--- config.mk ---
export PLATFORM = sky130hd
export DESIGN_NAME = mac_array_3x3
export DESIGN_NICKNAME = d
export VERILOG_FILES = /design/src/rtl/mm_pkg.sv /design/src/rtl/mac_cell.sv /design/src/rtl/mac_array_3x3.sv
export SDC_FILE = /design/constraint.sdc
export NUM_CORES = 1
export LEC_CHECK = 0
export ABC_AREA = 1
export CAP_MARGIN = 0
export CELL_PAD_IN_SITES_DETAIL_PLACEMENT = 1
export CELL_PAD_IN_SITES_GLOBAL_PLACEMENT = 1
export CORE_MARGIN = 2
export CORE_UTILIZATION = 45
export CTS_BUF_LIST = sky130_fd_sc_hd__clkbuf_8
export DETAILED_ROUTE_END_ITERATION = 16
export GPL_TIMING_DRIVEN = 0
export PLACE_DENSITY_LB_ADDON = 0.1
export RECOVER_POWER = 100
export SLEW_MARGIN = 25
export SYNTH_ARGS = -nofsm -noshare
export SYNTH_HDL_FRONTEND = slang
export SYNTH_SLANG_ARGS = --single-unit
--- constraint.sdc ---
create_clock -name clk -period 2.42 [get_ports clk]
set_input_delay 0.363 -clock clk [delete_from_list [all_inputs] [get_ports clk]]
set_output_delay 0.363 -clock clk [all_outputs]
set_load 0.1 [all_outputs]
--- src/rtl/mm_pkg.sv ---
// Shared constants and state encoding for the 3x3 MAC array.
// Build option MAC_PIPE_EN adds a product register stage in every mac_cell.
package mm_pkg;

    localparam int DIM    = 3;
    localparam int DATA_W = 4;
    localparam int ACC_W  = 10;
    localparam int IDX_W  = 4;

    typedef logic [2:0] state_t;

    localparam state_t IDLE  = 3'd0;
    localparam state_t ACCUM = 3'd1;
    localparam state_t DRAIN = 3'd2;
    localparam state_t DONE  = 3'd3;
    localparam state_t WAIT  = 3'd4;

    localparam logic [IDX_W-1:0] LAST_IDX = IDX_W'(DIM * DIM - 1);

    function automatic logic [ACC_W-1:0] widen(
        input logic [2*DATA_W-1:0] p
    );
        return ACC_W'(p);
    endfunction

endpackage

--- src/rtl/mac_cell.sv ---
// One multiply-accumulate element of the 3x3 array.
// With MAC_PIPE_EN the product is registered before it is accumulated.
module mac_cell
    import mm_pkg::*;
(
    input  logic              clk,
    input  logic              rst_n,
    input  logic              clr,
    input  logic              en,
    input  logic [DATA_W-1:0] a,
    input  logic [DATA_W-1:0] b,
    output logic [ACC_W-1:0]  acc
);

    logic [2*DATA_W-1:0] prod;

    assign prod = a * b;

`ifdef MAC_PIPE_EN
    logic [2*DATA_W-1:0] p_q;
    logic                p_vld;

    always_ff @(posedge clk or negedge rst_n) begin
        if (!rst_n) begin
            p_q   <= '0;
            p_vld <= 1'b0;
        end else if (clr) begin
            p_q   <= '0;
            p_vld <= 1'b0;
        end else begin
            p_q   <= prod;
            p_vld <= en;
        end
    end

    always_ff @(posedge clk or negedge rst_n) begin
        if (!rst_n) begin
            acc <= '0;
        end else if (clr) begin
            acc <= '0;
        end else if (p_vld) begin
            acc <= acc + widen(p_q);
        end
    end
`else
    always_ff @(posedge clk or negedge rst_n) begin
        if (!rst_n) begin
            acc <= '0;
        end else if (clr) begin
            acc <= '0;
        end else if (en) begin
            acc <= acc + widen(prod);
        end
    end
`endif

endmodule

--- src/rtl/mac_array_3x3.sv ---
// 3x3 outer-product MAC array with serial row-major result drain.
// Build option MAC_PIPE_EN adds one product pipeline stage (one extra ACCUM cycle).
module mac_array_3x3
    import mm_pkg::*;
(
    input  logic              clk,
    input  logic              rst_n,
    input  logic              ld_mac,
    input  logic              clear_mac,
    input  logic [1:0]        k_len,
    input  logic [DATA_W-1:0] w1,
    input  logic [DATA_W-1:0] w2,
    input  logic [DATA_W-1:0] w3,
    input  logic [DATA_W-1:0] x1,
    input  logic [DATA_W-1:0] x2,
    input  logic [DATA_W-1:0] x3,
    output logic [ACC_W-1:0]  out_data,
    output logic [IDX_W-1:0]  out_idx,
    output logic              out_valid,
    input  logic              out_ready,
    output logic              out_last,
    output logic              busy,
    output logic              done
);

    state_t           state;
    logic [1:0]       k_reg;
    logic [1:0]       step;
    logic [IDX_W-1:0] idx;
    logic             last_step;
    logic             acc_en;
    logic             xfer;

    logic [DATA_W-1:0] w_v [DIM];
    logic [DATA_W-1:0] x_v [DIM];
    logic [ACC_W-1:0]  acc [DIM*DIM];

    assign w_v[0] = w1;
    assign w_v[1] = w2;
    assign w_v[2] = w3;
    assign x_v[0] = x1;
    assign x_v[1] = x2;
    assign x_v[2] = x3;

    for (genvar gi = 0; gi < DIM; gi++) begin : g_row
        for (genvar gj = 0; gj < DIM; gj++) begin : g_col
            mac_cell u_cell (
                .clk   (clk),
                .rst_n (rst_n),
                .clr   (clear_mac),
                .en    (acc_en),
                .a     (w_v[gi]),
                .b     (x_v[gj]),
                .acc   (acc[gi*DIM+gj])
            );
        end
    end

    // The pipelined build spends one extra ACCUM cycle flushing products.
`ifdef MAC_PIPE_EN
    assign last_step = (step == k_reg);
    assign acc_en    = (state == ACCUM) && !last_step;
`else
    assign last_step = (step == k_reg - 2'd1);
    assign acc_en    = (state == ACCUM);
`endif

    assign xfer = out_valid && out_ready;

    always_ff @(posedge clk or negedge rst_n) begin
        if (!rst_n) begin
            state <= IDLE;
            k_reg <= '0;
            step  <= '0;
            idx   <= '0;
        end else if (clear_mac) begin
            state <= IDLE;
            k_reg <= '0;
            step  <= '0;
            idx   <= '0;
        end else begin
            unique case (state)
                IDLE: begin
                    if (ld_mac) begin
                        k_reg <= k_len;
                        step  <= '0;
                        state <= (k_len == 2'd0) ? DRAIN : ACCUM;
                    end
                end
                ACCUM: begin
                    if (last_step) begin
                        step  <= '0;
                        state <= DRAIN;
                    end else begin
                        step <= step + 2'd1;
                    end
                end
                DRAIN: begin
                    if (xfer) begin
                        if (idx == LAST_IDX) begin
                            idx   <= '0;
                            state <= DONE;
                        end else begin
                            idx <= idx + 4'd1;
                        end
                    end
                end
                DONE: begin
                    state <= WAIT;
                end
                WAIT: begin
                    state <= WAIT;
                end
                default: begin
                    state <= IDLE;
                end
            endcase
        end
    end

    assign out_valid = (state == DRAIN);
    assign out_last  = out_valid && (idx == LAST_IDX);
    assign out_idx   = out_valid ? idx : '0;
    assign out_data  = out_valid ? acc[idx] : '0;
    assign done      = (state == DONE);
    assign busy      = (state != IDLE);

endmodule

==> results of run 1 <==
[worst max-delay path by stage]
| stage | startpoint | to | cells after the start |
|---|---|---|---|
| 3_3_place_gp | rst_n | g_row[2].g_col[0].u_cell.acc[7] | 1 |
| 5_1_grt | w3[1] | g_row[2].g_col[1].u_cell.acc[6] | 14 |
| 2_1_floorplan | w3[0] | g_row[2].g_col[1].u_cell.acc[6] | 14 |
| 3_5_place_dp | x3[0] | g_row[2].g_col[2].u_cell.acc[9] | 13 |
| 4_1_cts | x2[3] | g_row[1].g_col[1].u_cell.acc[8] | 14 |
| 6_report | x1[1] | g_row[0].g_col[0].u_cell.acc[9] | 16 |
[cells in the final DEF (no fill, tap or decap), drive strengths merged]
master / n
inv: 434
nor3: 2
clkinv: 1
clkbuf: 48
nand3: 133
fa: 81
or2: 1
clkdlybuf4s15: 2
xnor2: 11
o21bai: 1
clkdlybuf4s50: 5
a22o: 3
xor2: 1
o22ai: 9
ha: 164
nand4: 1
dfrtp: 101
nor4: 1
dlygate4sd3: 1
buf: 156
mux2i: 1
nand3b: 27
bufinv: 3
dlygate4sd2: 2
o21ai: 66
a21oi: 76
nor2: 43
nand2: 577
[layer usage]
metal  up-vias  part of all wire [%]  track usage [%]
li1       5735                     -                -
met1      6616                    37             40.0
met2       589                    49             61.9
met3       262                   6.4             5.81
met4         0                   7.7             19.2
met5         -                     0                0
[timing repair]
action                                  in CTS  in global routing
gates cloned                                 2                  0
hold buffers                                 1                  0
buffers inserted                            73                 19
endpoints found under the setup margin      93                 87
endpoints found under the hold margin       47                  0
gates resized for setup                    495                244
pin swaps                                  116                145
[power groups by stage]
stage          Sequential [µW]  Clock, µW  Combinational [µW]
3_3_place_gp              2240          0                6070
3_5_place_dp              2260          0                6310
5_1_grt                   2310       1520                9780
4_1_cts                   2230       1450                7660
6_report                  2280       1490                9250
2_1_floorplan             2200          0                4650
[final cells by class]
type / count / share of cell area (%)
Inverter: 434 / 9.48
Multi-Input combinational cell: 1198 / 59.2
Clock buffer: 11 / 0.877
Tap cell: 341 / 2.47
Timing Repair Buffer: 142 / 8.17
Sequential cell: 101 / 14.6
Clock inverter: 4 / 0.551
Buffer: 61 / 4.62
[metrics by stage]
step | TNS [ps] | hold WS [ps] | util (%) | total power (µW) | instance area (µm²)
floorplan | -28790 | 67.4 | - | 6840 | 13200
global placement | -470470 | 458 | 52.3 | 8310 | 14100
detailed placement | -105840 | 304 | 52.4 | 8570 | 14100
CTS | -17470 | 395 | 59.9 | 11300 | 16200
global route | -32790 | 447 | 64.1 | 13600 | 17300
finish | -27400 | 410 | 64.1 | 13000 | 17300
[logic make-up after synthesis]
family | synth area share (%)
AND/OR/NAND/NOR | 26.6
buffers and inverters | 15.6
adder cells (fa/ha/maj) | 29.8
multiplexers | 0.0812
AO/OA/AOI/OAI | 6.49
flip-flops | 20.5
XOR/XNOR | 0.852
[worst max-delay path, stage by stage]
cell,delay [ps]
buf_8,80
clkbuf_16,160
buf_4,120
nand2_4,40
fa_1,520
fa_2,470
fa_1,530
inv_2,60
ha_4,330
nand3_4,110
nand2_8,100
nand2_4,60
nand2_4,100
nand3_2,70
nand2_1,110
nor2_1,70
==> impl_metrics.py, run 1 <==
metrics = {
    "detailed_routing": {
        "antenna_left": 0,
        "firstDrtPassIters": 5,
        "totalWireLength_um": 57700,
        "drc": 0,
        "vias": 13200,
        "routedWlPerCell_um": 25.2,
        "via_per_inst": 5.76,
        "drt_iter0_markers": 867,
    },
    "worst_hold_path": {
        "hold_class": "input pin to flip-flop",
        "hold_path_end": "g_row[0].g_col[0].u_cell.acc[0]",
        "holdPathStages": 6,
        "worstHoldStart": "w1[0]",
    },
    "layout": {
        "syn2layout_area_growth_pct": 40.0,
        "antenna_cells": 0,
        "largest_reg_flops": 90,
        "regArea_um2": 2530,
        "multi_input_area_um2": 10200,
        "stdcell_count": 2292,
        "fillers": 3229,
        "final_nets": 2223,
        "regMostFlops": "g_row.g_col.u_cell.acc",
        "largestRegisters": "g_row.g_col.u_cell.acc (90), idx (4), state (3)",
        "layout-drive-gt1-share_pct": 30.8,
    },
    "floorplan": {
        "die_h_um": 170,
        "initial_utilization_pct": 45.7,
        "die_area_um2": 28700,
        "core_area_um2": 27000,
        "io_pins": 49,
        "row_count": 60,
        "die_w_um": 170,
    },
    "setup_path": {
        "crit_path_start_kind": "input pin",
        "rr_startpoint": "g_row[2].g_col[2].u_cell.acc[6]",
        "worstPathArrival_ps": 3310,
        "crit_required_ps": 2720,
        "worstReg2RegEnd": "g_row[2].g_col[2].u_cell.acc[9]",
        "path_max_fanout": 7,
        "cp-end-kind": "flip-flop",
        "worstSetupPathType": "input pin to flip-flop",
        "rrSetupSlack_ps": -60,
        "ff2ff_path_depth": 11,
    },
    "placed_design": {
        "place_ws_ps": -1630,
        "place_hpwl_um": 33600,
        "io_buffers": 48,
        "dp.cells": 2184,
        "gp_congestion": 0.943,
    },
    "clock_network": {
        "cts.sink_count": 101,
        "htreeDepth": 3,
        "numCtsBuffers": 9,
        "clockRootBuffer": "clkbuf_8",
        "clkTransAtPathRegs_ps": 120,
        "cts_tree": "built",
        "clk_latency_ps": 420,
        "clk_path_buf_depth": 2,
    },
    "yosys": {
        "ys_ff_latch": 101,
        "syn_nets": 2070,
        "ys_seq_area_share_pct": 20.5,
        "async_flop_share_pct": 100,
        "yosys.area.top_type": "dfrtp_1",
        "syn_inst": 1794,
        "ys_warn_count": 0,
        "synth_area_um2": 12300,
        "avgSynthCellArea_um2": 6.87,
        "yosysTopAreaCellShare_pct": 20.5,
        "synth_cell_type_count": 33,
        "yosysMostFrequentCell": "nand2_1",
        "synth_edf_count": 0,
        "netlist_top_cells_count": "575 x nand2_1, 429 x inv_1, 164 x ha_1",
        "synth-main-ff-cell": "dfrtp_1",
        "netlist_top_cells_area": "dfrtp_1 20%, nand2_1 18%, ha_1 17%, fa_1 13%, inv_1 13%",
    },
    "power": {
        "clkPwrFrac_pct": 11.4,
        "p_switching_uw": 6800,
        "switching_share_pct": 52.2,
        "combinationalPowerShare_pct": 71.1,
        "leakagePower_uw": 0.00965,
        "p_per_area_nw_per_um2": 754,
        "irDropWorstVdd_mv": 0.656,
        "p_seq_share_pct": 17.5,
        "internal-power_uw": 6220,
    },
    "sta": {
        "finalSetupViolations": 79,
        "layout_min_cycle_time_ps": 3010,
        "layout_setup_ws_ps": -587,
        "period_share_pct": 124,
        "max-slew-margin-rel_pct": 3.44,
        "max_clock_freq_ghz": 0.333,
        "rsz0062_at_grt": "yes",
        "final.setup_skew_ps": 15.3,
        "drv_slew": 0,
        "worst_pin_slew_ps": 1450,
        "hold_violations": 0,
    },
    "run": {
        "drv_cap": 0,
    },
    "status": {
        "outcome": "finished, violations left",
        "failed_checks": "setup timing",
    },
    "global_routing": {
        "grt_usage_pct": 34.9,
        "grt_pass1_vias": 13700,
        "globalRouteOverflowTotal": 0,
        "grt_pass1_wl_um": 75300,
        "grt_max_degree": 55,
        "antenna_found_initial": 0,
    },
}
Power figures use the tool's default switching activity.
==> run 2, diff against run 1 <==
- RECOVER_POWER: 100 -> default
==> run 2 against run 1 <==
  * The run still ends with setup timing left
  * Clock power is essentially flat
  * Sequential power about the same
  * Combinational power is essentially flat
  * Critical path depth did not move
  * Fmax grew 0.40%
  * Cell area grew 0.24%
  * Critical endpoint unchanged
  * Flip-flop and latch count stayed put
  * Non-clock buffer count is the same
  * Global-route usage did not move
  * Highest routed layer unchanged
  * Final cell count unchanged
  * Utilization up 0.15 points
  * Clock-buffer cell count stayed put
==> impl_metrics.py, run 2 (synthesized netlist as in run 1, its figures left out) <==
metrics = {
    "status": {
        "outcome": "finished, violations left",
        "failed_checks": "setup timing",
    },
    "global_routing": {
        "antenna_found_initial": 0,
        "grt_pass1_vias": 13700,
        "grt_pass1_wl_um": 75300,
        "grt_usage_pct": 34.9,
        "grt_max_degree": 55,
        "globalRouteOverflowTotal": 0,
    },
    "placed_design": {
        "place_hpwl_um": 33600,
        "io_buffers": 48,
        "dp.cells": 2184,
        "gp_congestion": 0.943,
    },
    "detailed_routing": {
        "drc": 0,
        "routedWlPerCell_um": 25.1,
        "via_per_inst": 5.75,
        "firstDrtPassIters": 5,
        "drt_iter0_markers": 863,
        "vias": 13200,
        "totalWireLength_um": 57500,
        "antenna_left": 0,
    },
    "setup_path": {
        "path_cells": "buf_8, clkbuf_16, buf_4, nand2_4, fa_1, fa_2, fa_1, inv_2, ha_4, nand3_4, nand2_8, nand2_4, nand2_4, nand3_2, nand2_1, nor2_1",
        "crit_top_cell": "nand2_4",
        "crit_path_start_kind": "input pin",
        "crit_path_start": "x1[1]",
        "rrSetupSlack_ps": -60,
        "critPathMaxStageDelay_ps": 530,
        "rr_startpoint": "g_row[2].g_col[2].u_cell.acc[6]",
        "worstReg2RegEnd": "g_row[2].g_col[2].u_cell.acc[9]",
        "path_max_fanout": 7,
        "crit_required_ps": 2720,
        "worstPathArrival_ps": 3300,
        "ff2ff_path_depth": 11,
        "worstSetupPathType": "input pin to flip-flop",
        "critPathSlowestCell": "fa_1",
        "cp-end-kind": "flip-flop",
    },
    "clock_network": {
        "cts.sink_count": 101,
        "htreeDepth": 3,
        "cts_tree": "built",
        "clkTransAtPathRegs_ps": 120,
        "clockRootBuffer": "clkbuf_8",
        "numCtsBuffers": 9,
        "clk_path_buf_depth": 2,
        "clk_latency_ps": 420,
    },
    "floorplan": {
        "row_count": 60,
        "core_area_um2": 27000,
        "io_pins": 49,
        "initial_utilization_pct": 45.7,
        "die_h_um": 170,
        "die_area_um2": 28700,
        "die_w_um": 170,
    },
    "sta": {
        "layout_min_cycle_time_ps": 3000,
        "period_share_pct": 124,
        "whs_ps": 410,
        "hold_violations": 0,
        "worst_pin_slew_ps": 666,
        "final.setup_skew_ps": 13.9,
        "max_clock_freq_ghz": 0.334,
        "max-slew-margin-rel_pct": 55.6,
        "layout_setup_ws_ps": -575,
        "finalSetupViolations": 75,
        "rsz0062_at_grt": "yes",
        "drv_slew": 0,
        "finalSetupTns_ps": -24060,
    },
    "layout": {
        "antenna_cells": 0,
        "final_cell_mix": "447 x nand2_1, 394 x inv_1, 121 x ha_1",
        "layout-drive-gt1-share_pct": 30.9,
        "final_nets": 2223,
        "regMostFlops": "g_row.g_col.u_cell.acc",
        "stdcell_count": 2292,
        "final_util_pct": 64.2,
        "largest_reg_flops": 90,
        "syn2layout_area_growth_pct": 40.4,
        "largestRegisters": "g_row.g_col.u_cell.acc (90), idx (4), state (3)",
        "layout_commonest_cell": "nand2_1",
    },
    "run": {
        "drv_cap": 0,
    },
    "worst_hold_path": {
        "worstHoldStart": "w1[0]",
        "hold_class": "input pin to flip-flop",
        "holdPathStages": 6,
        "hold_path_end": "g_row[0].g_col[0].u_cell.acc[0]",
    },
    "power": {
        "leakagePower_uw": 0.00967,
        "p_per_area_nw_per_um2": 753,
        "irDropWorstVdd_mv": 0.657,
    },
}
==> run 2: cell types whose count changed in the layout (fill, tap and decap cells not counted), sizes merged <==
cell / change
buf: +3
clkbuf: -3
==> run 2: through the flow <==
stage	area [µm²]	power, µW	setup slack, ps
finish	17300	13000	-575
global route	17300	13600	-624
global placement	14100	8310	-3660
floorplan	13200	6840	-499
CTS	16200	11300	-397
detailed placement	14100	8570	-1630
==> run 2: how the worst max path moves through the flow <==
| stage | to | slack [ps] | cells past startpoint |
|---|---|---|---|
| floorplan | g_row[2].g_col[1].u_cell.acc[6] | -500 | 14 |
| global placement | g_row[2].g_col[0].u_cell.acc[7] | -3660 | 1 |
| detailed placement | g_row[2].g_col[2].u_cell.acc[9] | -1630 | 13 |
| CTS | g_row[1].g_col[1].u_cell.acc[8] | -400 | 14 |
| global route | g_row[2].g_col[1].u_cell.acc[6] | -620 | 14 |
| finish | g_row[0].g_col[0].u_cell.acc[9] | -580 | 16 |
==> run 2: report_power, final <==
part / switching [µW] / internal (µW)
clock network: 747 / 739
registers: 268 / 2010
logic: 5780 / 3490
total: 6800 / 6240
==> run 2: timing repair <==
item,4_1_cts,5_1_grt
resized for setup,495,244
hold buffers,1,0
gates cloned,2,0
setup endpoints to repair,93,87
buffers inserted,73,19
pin swaps,116,145
hold endpoints to repair,47,0
==> run 2: cell type report <==
type	instances	area, µm²
Clock inverter	4	95.1
Timing Repair Buffer	142	1440
Clock buffer	11	151
Buffer	61	812
Multi-Input combinational cell	1198	10200
Sequential cell	101	2530
Inverter	434	1640
Tap cell	341	427
Fill cell	3224	9650
==> run 2: critical path: cells and delay by family <==
family	cells	cell delay [ps]
adder cells (fa/ha/maj)	4	1850
buffers and inverters	4	420
AND/OR/NAND/NOR	8	650
==> run 2: layer usage <==
metal | vias up | GRT usage (%) | share of wire [%]
li1 | 5738 | - | -
met1 | 6613 | 40.0 | 37
met2 | 585 | 61.9 | 49
met3 | 250 | 5.81 | 6.4
met4 | 0 | 19.2 | 7.7
met5 | - | 0 | 0
